===== src/rtl/float_to_fixed_axis.sv =====
// float_to_fixed_axis: IEEE-754 single precision to signed Q(OUT_W-FRAC_W).FRAC_W.
// Two register stages (classify/exponent, then shift/round/saturate) sit between
// an AXI-Stream slave and master. Both stages advance together on a single enable,
// so a stalled output freezes the whole pipe and a bubble never blocks the output.
module float_to_fixed_axis #(
  parameter int OUT_W  = 16,
  parameter int FRAC_W = 8
) (
  input  logic             aclk,
  input  logic             areset,
  input  logic             s_axis_a_tvalid,
  output logic             s_axis_a_tready,
  input  logic [31:0]      s_axis_a_tdata,
  output logic             m_axis_result_tvalid,
  input  logic             m_axis_result_tready,
  output logic [OUT_W-1:0] m_axis_result_tdata,
  output logic [1:0]       m_axis_result_tuser
);

  // Shift applied to the 24-bit significand: exp - 127 + FRAC_W - 23.
  localparam logic signed [9:0] SH_OFF  = 10'(FRAC_W - 150);
  // Largest positive magnitude and the magnitude of the most negative result.
  localparam logic [63:0]       POS_MAX = (64'd1 << (OUT_W - 1)) - 64'd1;
  localparam logic [63:0]       NEG_MAG = 64'd1 << (OUT_W - 1);
  localparam logic [OUT_W-1:0]  MAX_VAL = POS_MAX[OUT_W-1:0];
  localparam logic [OUT_W-1:0]  MIN_VAL = NEG_MAG[OUT_W-1:0];

  // Stage 1 registers and their next-state values
  logic                st1_valid_q;
  logic                st1_sign_q,  st1_sign_d;
  logic                st1_zero_q,  st1_zero_d;
  logic                st1_inf_q,   st1_inf_d;
  logic                st1_nan_q,   st1_nan_d;
  logic [23:0]         st1_sig_q,   st1_sig_d;
  logic signed [9:0]   st1_sh_q,    st1_sh_d;

  // Output stage registers and their next-state values
  logic                out_valid_q;
  logic [OUT_W-1:0]    out_data_q,  out_data_d;
  logic [1:0]          out_user_q,  out_user_d;

  // Stage 2 working signals
  logic                ce_s;
  logic [7:0]          in_exp_s;
  logic [22:0]         in_man_s;
  logic signed [9:0]   nsh_s;
  logic [24:0]         rtmp_s;
  logic [63:0]         mag_s;
  logic                big_s;
  logic                ovf_s;
  logic [OUT_W-1:0]    mag_lo_s;
  logic [OUT_W-1:0]    signed_s;

  // The pipe moves whenever the output register is empty or being drained.
  assign ce_s            = ~out_valid_q | m_axis_result_tready;
  assign s_axis_a_tready = ce_s;

  assign m_axis_result_tvalid = out_valid_q;
  assign m_axis_result_tdata  = out_data_q;
  assign m_axis_result_tuser  = out_user_q;

  // Stage 1: unpack the input word, classify it and compute the signed shift.
  always_comb begin
    in_exp_s   = s_axis_a_tdata[30:23];
    in_man_s   = s_axis_a_tdata[22:0];
    st1_sign_d = s_axis_a_tdata[31];
    st1_zero_d = (in_exp_s == 8'd0);
    st1_inf_d  = (in_exp_s == 8'hFF) && (in_man_s == 23'd0);
    st1_nan_d  = (in_exp_s == 8'hFF) && (in_man_s != 23'd0);
    st1_sig_d  = {1'b1, in_man_s};
    st1_sh_d   = $signed({2'b00, in_exp_s}) + SH_OFF;
  end

  // Stage 2: align the significand, round half away from zero, then saturate.
  always_comb begin
    nsh_s  = -st1_sh_q;
    rtmp_s = 25'd0;
    mag_s  = 64'd0;
    big_s  = 1'b0;
    if (st1_sh_q >= 10'sd0) begin
      if (st1_sh_q >= 10'sd40) begin
        big_s = 1'b1;
      end else begin
        mag_s = {40'd0, st1_sig_q} << st1_sh_q[5:0];
      end
    end else begin
      if (nsh_s > 10'sd40) begin
        mag_s = 64'd0;
      end else begin
        // Keep one guard bit below the LSB; adding it rounds ties away from zero.
        rtmp_s = {st1_sig_q, 1'b0} >> nsh_s[5:0];
        mag_s  = {40'd0, rtmp_s[24:1]} + {63'd0, rtmp_s[0]};
      end
    end

    // A negative result may reach exactly 2^(OUT_W-1); a positive one may not.
    if (st1_sign_q) begin
      ovf_s = big_s | (mag_s > NEG_MAG);
    end else begin
      ovf_s = big_s | (mag_s > POS_MAX);
    end

    mag_lo_s = mag_s[OUT_W-1:0];
    if (st1_sign_q) begin
      signed_s = (~mag_lo_s) + {{(OUT_W-1){1'b0}}, 1'b1};
    end else begin
      signed_s = mag_lo_s;
    end

    if (st1_nan_q) begin
      out_data_d = {OUT_W{1'b0}};
      out_user_d = 2'b10;
    end else if (st1_inf_q) begin
      out_data_d = st1_sign_q ? MIN_VAL : MAX_VAL;
      out_user_d = 2'b01;
    end else if (st1_zero_q) begin
      out_data_d = {OUT_W{1'b0}};
      out_user_d = 2'b00;
    end else if (ovf_s) begin
      out_data_d = st1_sign_q ? MIN_VAL : MAX_VAL;
      out_user_d = 2'b01;
    end else begin
      out_data_d = signed_s;
      out_user_d = 2'b00;
    end
  end

  // Pipeline registers: clear on reset, otherwise advance both stages together on ce.
  always_ff @(posedge aclk) begin
    if (areset) begin
      st1_valid_q <= 1'b0;
      st1_sign_q  <= 1'b0;
      st1_zero_q  <= 1'b0;
      st1_inf_q   <= 1'b0;
      st1_nan_q   <= 1'b0;
      st1_sig_q   <= 24'd0;
      st1_sh_q    <= 10'sd0;
      out_valid_q <= 1'b0;
      out_data_q  <= {OUT_W{1'b0}};
      out_user_q  <= 2'b00;
    end else if (ce_s) begin
      st1_valid_q <= s_axis_a_tvalid;
      st1_sign_q  <= st1_sign_d;
      st1_zero_q  <= st1_zero_d;
      st1_inf_q   <= st1_inf_d;
      st1_nan_q   <= st1_nan_d;
      st1_sig_q   <= st1_sig_d;
      st1_sh_q    <= st1_sh_d;
      out_valid_q <= st1_valid_q;
      out_data_q  <= out_data_d;
      out_user_q  <= out_user_d;
    end
  end

endmodule


===== config.mk =====
export PLATFORM = sky130hd
export DESIGN_NAME = float_to_fixed_axis
export DESIGN_NICKNAME = d
export VERILOG_FILES = /design/src/rtl/float_to_fixed_axis.sv
export SDC_FILE = /design/constraint.sdc
export NUM_CORES = 1
export LEC_CHECK = 0
export CAP_MARGIN = 15
export CORE_MARGIN = 3
export CORE_UTILIZATION = 60
export CTS_CLUSTER_SIZE = 28
export DETAILED_ROUTE_END_ITERATION = 6
export GPL_TIMING_DRIVEN = 1
export PLACE_DENSITY = 0.82
export SYNTH_ARGS = -nofsm -noshare
export SYNTH_HDL_FRONTEND = slang
export SYNTH_SLANG_ARGS = --single-unit

===== constraint.sdc =====
create_clock -name aclk -period 6.22 [get_ports aclk]
set_input_delay 0.622 -clock aclk [delete_from_list [all_inputs] [get_ports aclk]]
set_output_delay 0.622 -clock aclk [all_outputs]
set_load 0.005 [all_outputs]

==> results.json, run 1 <==
{
  "ios": 56,
  "yosys.area_share.adder": 0.0121,
  "setup_viol": 0,
  "fin_crit_ns": 5.62,
  "rr_startpoint": "st1_sh_q[0]$_SDFFE_PP0P_",
  "fin_skew_ns": 0.00772,
  "ant_nets": 0,
  "grt_pass1_vias": 6881,
  "seq_area_frac_synth": 0.161,
  "synth_mux_area_frac": 0.193,
  "cpMostUsedCell": "o21ai_0",
  "placed_cells": 1072,
  "critPathMaxFanout": 15,
  "synth_top_flop_cell": "dfxtp_1",
  "cp_cell_sequence": "inv_1 > ha_1 > or3b_1 > xnor2_2 > o21ai_0 > a221o_1 > a211oi_2 > nand4_1 > o21ai_0 > o311ai_2 > o32ai_4 > nand3_2 > o221ai_1 > a31oi_1",
  "synth_top_family_by_area": "simple AND/OR/NAND/NOR gates",
  "synth_cells": 953,
  "track_usage": 0.336,
  "required_ns": 6.42,
  "setup_tns_ns": 0,
  "outcome": "complete, no violations",
  "grt_antenna_before_repair": 0,
  "cp_slowest_cell": "a211oi_2",
  "synth.most_common_cell": "nand2_1",
  "dieArea_mm2": 0.0134,
  "worst_setup_path_end_kind": "register",
  "drv_slew": 0,
  "critPathKind": "register to register",
  "worstMarginPinSlew_ns": 0.927,
  "critPathTopFamily": "compound AO/OA/AOI/OAI gates",
  "drv_cap": 0,
  "drt-initial-drc-count": 974,
  "synth-xor-area-share": 0.0349,
  "hold_path_end": "m_axis_result_tuser[1]$_SDFFE_PP0P_",
  "cts_inserted_buffers": 9,
  "synthTopCellsByCount": "123 x nand2_1, 73 x a21oi_1, 71 x nor2_1",
  "synth-seq-cells": 58,
  "synth_compound_area_frac": 0.261,
  "cp-startpoint": "st1_sh_q[0]$_SDFFE_PP0P_",
  "portBuffers": 55,
  "maxSlewHeadroom": 0.375,
  "routed_wl_um": 22300,
  "route.detailed.drc": 0,
  "chipHeight_um": 116,
  "worst_path_largest_cell_delay_ns": 0.68,
  "min_period_over_period": 0.904,
  "syn2layout_area_growth_pct": 10.7,
  "rows": 39,
  "die_x_um": 116,
  "synth_simple_gate_area_frac": 0.267,
  "drive_gt1_frac": 0.137,
  "fmaxAchievable_mhz": 178,
  "cts.path.max_buffers": 2,
  "dp_hpwl_um": 16100,
  "design.core.area_mm2": 0.0116,
  "viasPerCell": 7.06,
  "vias": 7676,
  "r2r-end": "m_axis_result_tdata[8]$_SDFFE_PP0P_",
  "hp-class": "register to register",
  "async_flop_share": 0,
  "cts_tree": "built",
  "synth_cell_types": 91,
  "root_buffer": "clkbuf_16",
  "antenna_cells": 0,
  "yosys.area.top_type": "dfxtp_1",
  "crit_buf_inv": 1,
  "vdd_ir_drop_max_mv": 0.169,
  "crit_path_start_kind": "register",
  "rsz0062_at_grt": "no",
  "clk_pin_slew_ns": 0.05,
  "post_cts_buffers": 0,
  "postSynthAreaPerCell_um2": 7.57,
  "rr_worst_depth": 14,
  "ys_top_cells_by_area": "dfxtp_1 16%, mux4_2 9.1%, nand2_1 6.4%",
  "dr.pass1.iters": 5,
  "min-delay-start": "m_axis_result_tuser[1]$_SDFFE_PP0P_",
  "ys_warn_count": 0,
  "fillers": 983,
  "synth.top_cell.area_share": 0.161,
  "initial_core_util": 0.624,
  "arrival_ns": 5.82,
  "wire_per_inst_um": 20.5,
  "clock_latency_ns": 0.34,
  "synth.net_count": 996,
  "h-tree-depth": 3,
  "reg2reg_slack_ns": 0.60,
  "grt_pass1_wl_um": 35700,
  "synth-edff-count": 0,
  "nets": 983,
  "clkSinkCount": 58,
  "syn-cell-area_mm2": 0.00722,
  "grt_max_degree": 65,
  "leakage_uw": 0.00282,
  "power_density_mw_per_mm2": 213,
  "hold_depth": 2,
  "fin_cells": 1088,
  "hold_viol_final": 0,
  "gp_congestion": 0.996,
  "grt_overflow": 0
}
==> logic make-up (layout without fill, tap and decap cells) <==
logic type / count (synthesis) / after routing
DFF: 58 / 58
xor gates and xnor gates: 27 / 27
adders and majority gates: 7 / 7
and+or+nand+nor: 376 / 376
AOI/OAI and AO/OA: 272 / 272
muxes: 100 / 100
buffers and inverters: 113 / 105
==> layout by cell type, fill, tap and decap left out, types with 5 or more instances in the layout <==
| master | netlist | routed |
|---|---|---|
| nand4_1 | 21 | 21 |
| o211ai_1 | 13 | 13 |
| clkdlybuf4s50_1 | 0 | 55 |
| nand2b_1 | 7 | 7 |
| o21ai_1 | 12 | 12 |
| buf_4 | 10 | 18 |
| and3_1 | 8 | 8 |
| and2_1 | 14 | 14 |
| nor2b_1 | 6 | 5 |
| clkbuf_16 | 0 | 9 |
| nand2_1 | 123 | 123 |
| inv_1 | 15 | 15 |
| a211o_1 | 5 | 5 |
| ha_1 | 7 | 6 |
| or3_1 | 12 | 12 |
| a2111oi_0 | 5 | 5 |
| o22ai_1 | 6 | 6 |
| mux2_2 | 24 | 24 |
| mux2i_1 | 46 | 46 |
| o21ai_0 | 47 | 47 |
| a31oi_1 | 13 | 13 |
| nand3_1 | 33 | 33 |
| dfxtp_1 | 58 | 56 |
| nor4_1 | 16 | 16 |
| a311oi_1 | 5 | 5 |
| o31ai_1 | 7 | 7 |
| a21oi_1 | 73 | 73 |
| xnor2_1 | 15 | 15 |
| xor2_1 | 10 | 9 |
| nor2_1 | 71 | 71 |
| mux4_2 | 29 | 29 |
| nor3_1 | 23 | 23 |
| a22oi_1 | 7 | 7 |
| a211oi_1 | 16 | 16 |
==> per-stage QoR <==
step | setup WS, ns | area (um^2) | hold slack, ns | util | total power (uW)
finish | 0.597 | 7990 | 0.451 | 0.691 | 1700
global route | 0.111 | 7990 | 0.467 | 0.691 | 1780
CTS | 0.555 | 7970 | 0.451 | 0.689 | 1690
detailed placement | 0.626 | 7640 | 0.444 | 0.661 | 1150
global placement | 0.739 | 7640 | 0.440 | 0.661 | 1140
floorplan | 0.589 | 7220 | 0.432 | - | 964
==> registers in the layout, indices dropped and copies added (netlist names) <==
register,cells
st1_sig_q,24
m_axis_result_tdata,16
st1_sh_q,10
m_axis_result_tuser,2
m_axis_result_tvalid,1
st1_inf_q,1
st1_nan_q,1
st1_sign_q,1
st1_valid_q,1
st1_zero_q,1
==> cell type report <==
cell class	instances	area, um^2	share of cell area
clock buffers	13	280	0.0351
clock inverters	3	45.0	0.00564
inverters	16	60.1	0.00752
multi-input cells	782	5570	0.698
flip-flops and latches	58	1160	0.146
well taps	143	179	0.0224
repair buffers	73	686	0.0858
==> where the power goes <==
| part | switching [uW] | internal [uW] | leakage, uW | total (uW) |
|---|---|---|---|---|
| registers | 54.9 | 407 | 0.000483 | 462 |
| clock network | 179 | 353 | 0.000154 | 532 |
| logic | 402 | 304 | 0.00218 | 706 |
==> metal layers <==
layer,up-vias,routed length (um),track usage
met4,0,628,0.112
li1,3579,-,-
met3,59,2030,0.0783
met5,-,0,0
met1,3647,9410,0.464
met2,391,10200,0.521
==> tightest hold or removal path, stage by stage (launching register included) <==
cell and delay (ns):
dfxtp_1 0.30, nand2_1 0.05, a21oi_1 0.05
==> worst max path at each step <==
stage / to / cells past startpoint
floorplan: m_axis_result_tdata[12]$_SDFFE_PP0P_ / 26
global placement: m_axis_result_tdata[13]$_SDFFE_PP0P_ / 18
detailed placement: m_axis_result_tdata[12]$_SDFFE_PP0P_ / 17
CTS: m_axis_result_tdata[13]$_SDFFE_PP0P_ / 17
global route: m_axis_result_tdata[8]$_SDFFE_PP0P_ / 18
finish: m_axis_result_tdata[8]$_SDFFE_PP0P_ / 14
==> repair_timing <==
item                       in CTS  in global routing
setup endpoints to repair       0                  6
gates resized for setup         0                  2
hold buffers                    0                  0
hold endpoints to repair        0                  0
Power figures use the tool's default switching activity.
==> run 2: changes to the inputs <==
HOLD_SLACK_MARGIN = 0.02   (was not set)
SETUP_SLACK_MARGIN = 0.5   (was not set)
==> results.json, run 2 (synthesized netlist as in run 1, its figures left out) <==
{
  "vdd_ir_drop_max_mv": 0.177,
  "grt_pass1_vias": 6881,
  "fin_crit_ns": 5.30,
  "p_sw_frac": 0.375,
  "cts_tree": "built",
  "grt_use_met3": 0.0783,
  "antenna_cells": 0,
  "rows": 39,
  "design.core.area_mm2": 0.0116,
  "min-delay-start": "st1_valid_q$_SDFFE_PP0P_",
  "viasPerCell": 7.11,
  "cp-startpoint": "st1_sh_q[0]$_SDFFE_PP0P_",
  "crit_path_start_kind": "register",
  "clock_latency_ns": 0.34,
  "reg2reg_slack_ns": 0.92,
  "portBuffers": 55,
  "final_common_cell": "nand2_1",
  "drive_gt1_frac": 0.144,
  "rsz0062_at_grt": "no",
  "drv_cap": 0,
  "met2_usage": 0.521,
  "chipHeight_um": 116,
  "gp_congestion": 0.996,
  "crit_buf_inv": 1,
  "critPathTopFamily": "simple AND/OR/NAND/NOR gates",
  "hold_viol_final": 0,
  "route.detailed.drc": 0,
  "top_register": "st1_sig_q",
  "hold_depth": 2,
  "setup_viol": 0,
  "outcome": "complete, no violations",
  "root_buffer": "clkbuf_16",
  "clk_pin_slew_ns": 0.05,
  "cts.path.max_buffers": 2,
  "intPower_uw": 1070,
  "worstMarginPinSlew_ns": 0.979,
  "ant_nets": 0,
  "leakage_uw": 0.00284,
  "worst_path_largest_cell_delay_ns": 0.59,
  "arrival_ns": 5.52,
  "met1_usage": 0.464,
  "clkSinkCount": 58,
  "fmaxAchievable_mhz": 189,
  "routed_wl_um": 22500,
  "grt_antenna_before_repair": 0,
  "netSwitchingPower_uw": 644,
  "p_total_uw": 1720,
  "fin_skew_ns": 0.00675,
  "maxSlewHeadroom": 0.341,
  "dr.pass1.iters": 6,
  "power_density_mw_per_mm2": 213,
  "rr_worst_depth": 18,
  "drt-initial-drc-count": 988,
  "min_period_over_period": 0.852,
  "cts_inserted_buffers": 9,
  "ios": 56,
  "setup_tns_ns": 0,
  "nets": 988,
  "initial_core_util": 0.624,
  "power_frac_comb": 0.420,
  "critPathKind": "register to register",
  "critPathMaxFanout": 21,
  "cp_slowest_cell": "ha_4",
  "grt_pass1_wl_um": 35700,
  "worst_setup_path_end_kind": "register",
  "hp-class": "register to register",
  "die_x_um": 116,
  "grt_overflow": 0,
  "path_depth": 18,
  "track_usage": 0.336,
  "largest_register_ffs": 24,
  "grt_max_degree": 65,
  "wire_per_inst_um": 20.6,
  "power_frac_clock": 0.311,
  "dieArea_mm2": 0.0134,
  "dp_hpwl_um": 16100,
  "seq_power_share": 0.269,
  "syn2layout_area_growth_pct": 11.7,
  "most-common-layout-cells": "123 x nand2_1, 73 x a21oi_1, 71 x nor2_1, 56 x dfxtp_1, 55 x clkdlybuf4s50_1",
  "rr_startpoint": "st1_sh_q[0]$_SDFFE_PP0P_",
  "drv_slew": 0,
  "grt_busiest_layer": "met2",
  "vias": 7769,
  "h-tree-depth": 3,
  "cp_cell_sequence": "clkinvlp_4 > ha_4 > mux2_2 > mux4_2 > nor2_1 > a31oi_1 > a22oi_1 > nor2_1 > ha_1 > ha_1 > xnor2_1 > nor3b_1 > o22ai_1 > or3_1 > or3_4 > o31ai_1 > xor2_1 > o21ai_1",
  "required_ns": 6.45
}
==> run 2: cell types whose count changed in the layout (fill, tap and decap cells not counted), sizes merged <==
| cell | delta |
|---|---|
| clkinvlp | +1 |
| buf | +5 |
| inv | -1 |
==> run 2: what timing repair did <==
action	4_1_cts	5_1_grt
gates resized for setup	0	6
buffers inserted	0	5
endpoints found under the setup margin	0	17
hold buffers	0	0
==> run 2: worst reg2reg max path, cell delays in order (launching register included) <==
cell and delay (ns):
dfxtp_2 0.43, clkinvlp_4 0.33, ha_4 0.59, mux2_2 0.40
mux4_2 0.53, nor2_1 0.13, a31oi_1 0.06, a22oi_1 0.17
nor2_1 0.07, ha_1 0.22, ha_1 0.23, xnor2_1 0.24
nor3b_1 0.25, o22ai_1 0.17, or3_1 0.47, or3_4 0.38
o31ai_1 0.29, xor2_1 0.17, o21ai_1 0.07
==> run 2: worst paths after layout <==
path / endpoint
max: m_axis_result_tdata[13]$_SDFFE_PP0P_
min: st1_valid_q$_SDFFE_PP0P_
max reg2reg: m_axis_result_tdata[13]$_SDFFE_PP0P_
min reg2reg: st1_valid_q$_SDFFE_PP0P_
==> run 2: routing by layer <==
metal / part of all wire / up-vias
met2: 0.45 / 435
met1: 0.41 / 3670
met5: 0 / -
met3: 0.10 / 71
li1: - / 3593
met4: 0.033 / 0
==> run 2: area by class of cell <==
class	count	area (um^2)
multi-input cells	782	5590
fillers	976	3500
flip-flops and latches	58	1160
repair buffers	78	743
clock buffers	13	280
well taps	143	179
inverters	16	63.8
clock inverters	3	45.0
==> run 2: power groups by stage <==
stage	Clock (uW)	Combinational [uW]	Sequential, uW
after global placement	0	679	464
final	533	721	462
after CTS	539	688	458
after floorplan	0	532	432
after detailed placement	0	682	466
after global routing	550	779	467
==> run 2: through the flow <==
step / setup slack (ns) / util / instances / hold slack, ns / instance area, um^2
final: 0.923 / 0.697 / 1093 / 0.451 / 8060
after global routing: 0.531 / 0.697 / 1093 / 0.467 / 8060
after CTS: 0.555 / 0.689 / 1088 / 0.451 / 7970
after detailed placement: 0.626 / 0.661 / 1072 / 0.444 / 7640
after floorplan: 0.589 / - / 953 / 0.432 / 7220
after global placement: 0.739 / 0.661 / 1072 / 0.440 / 7640
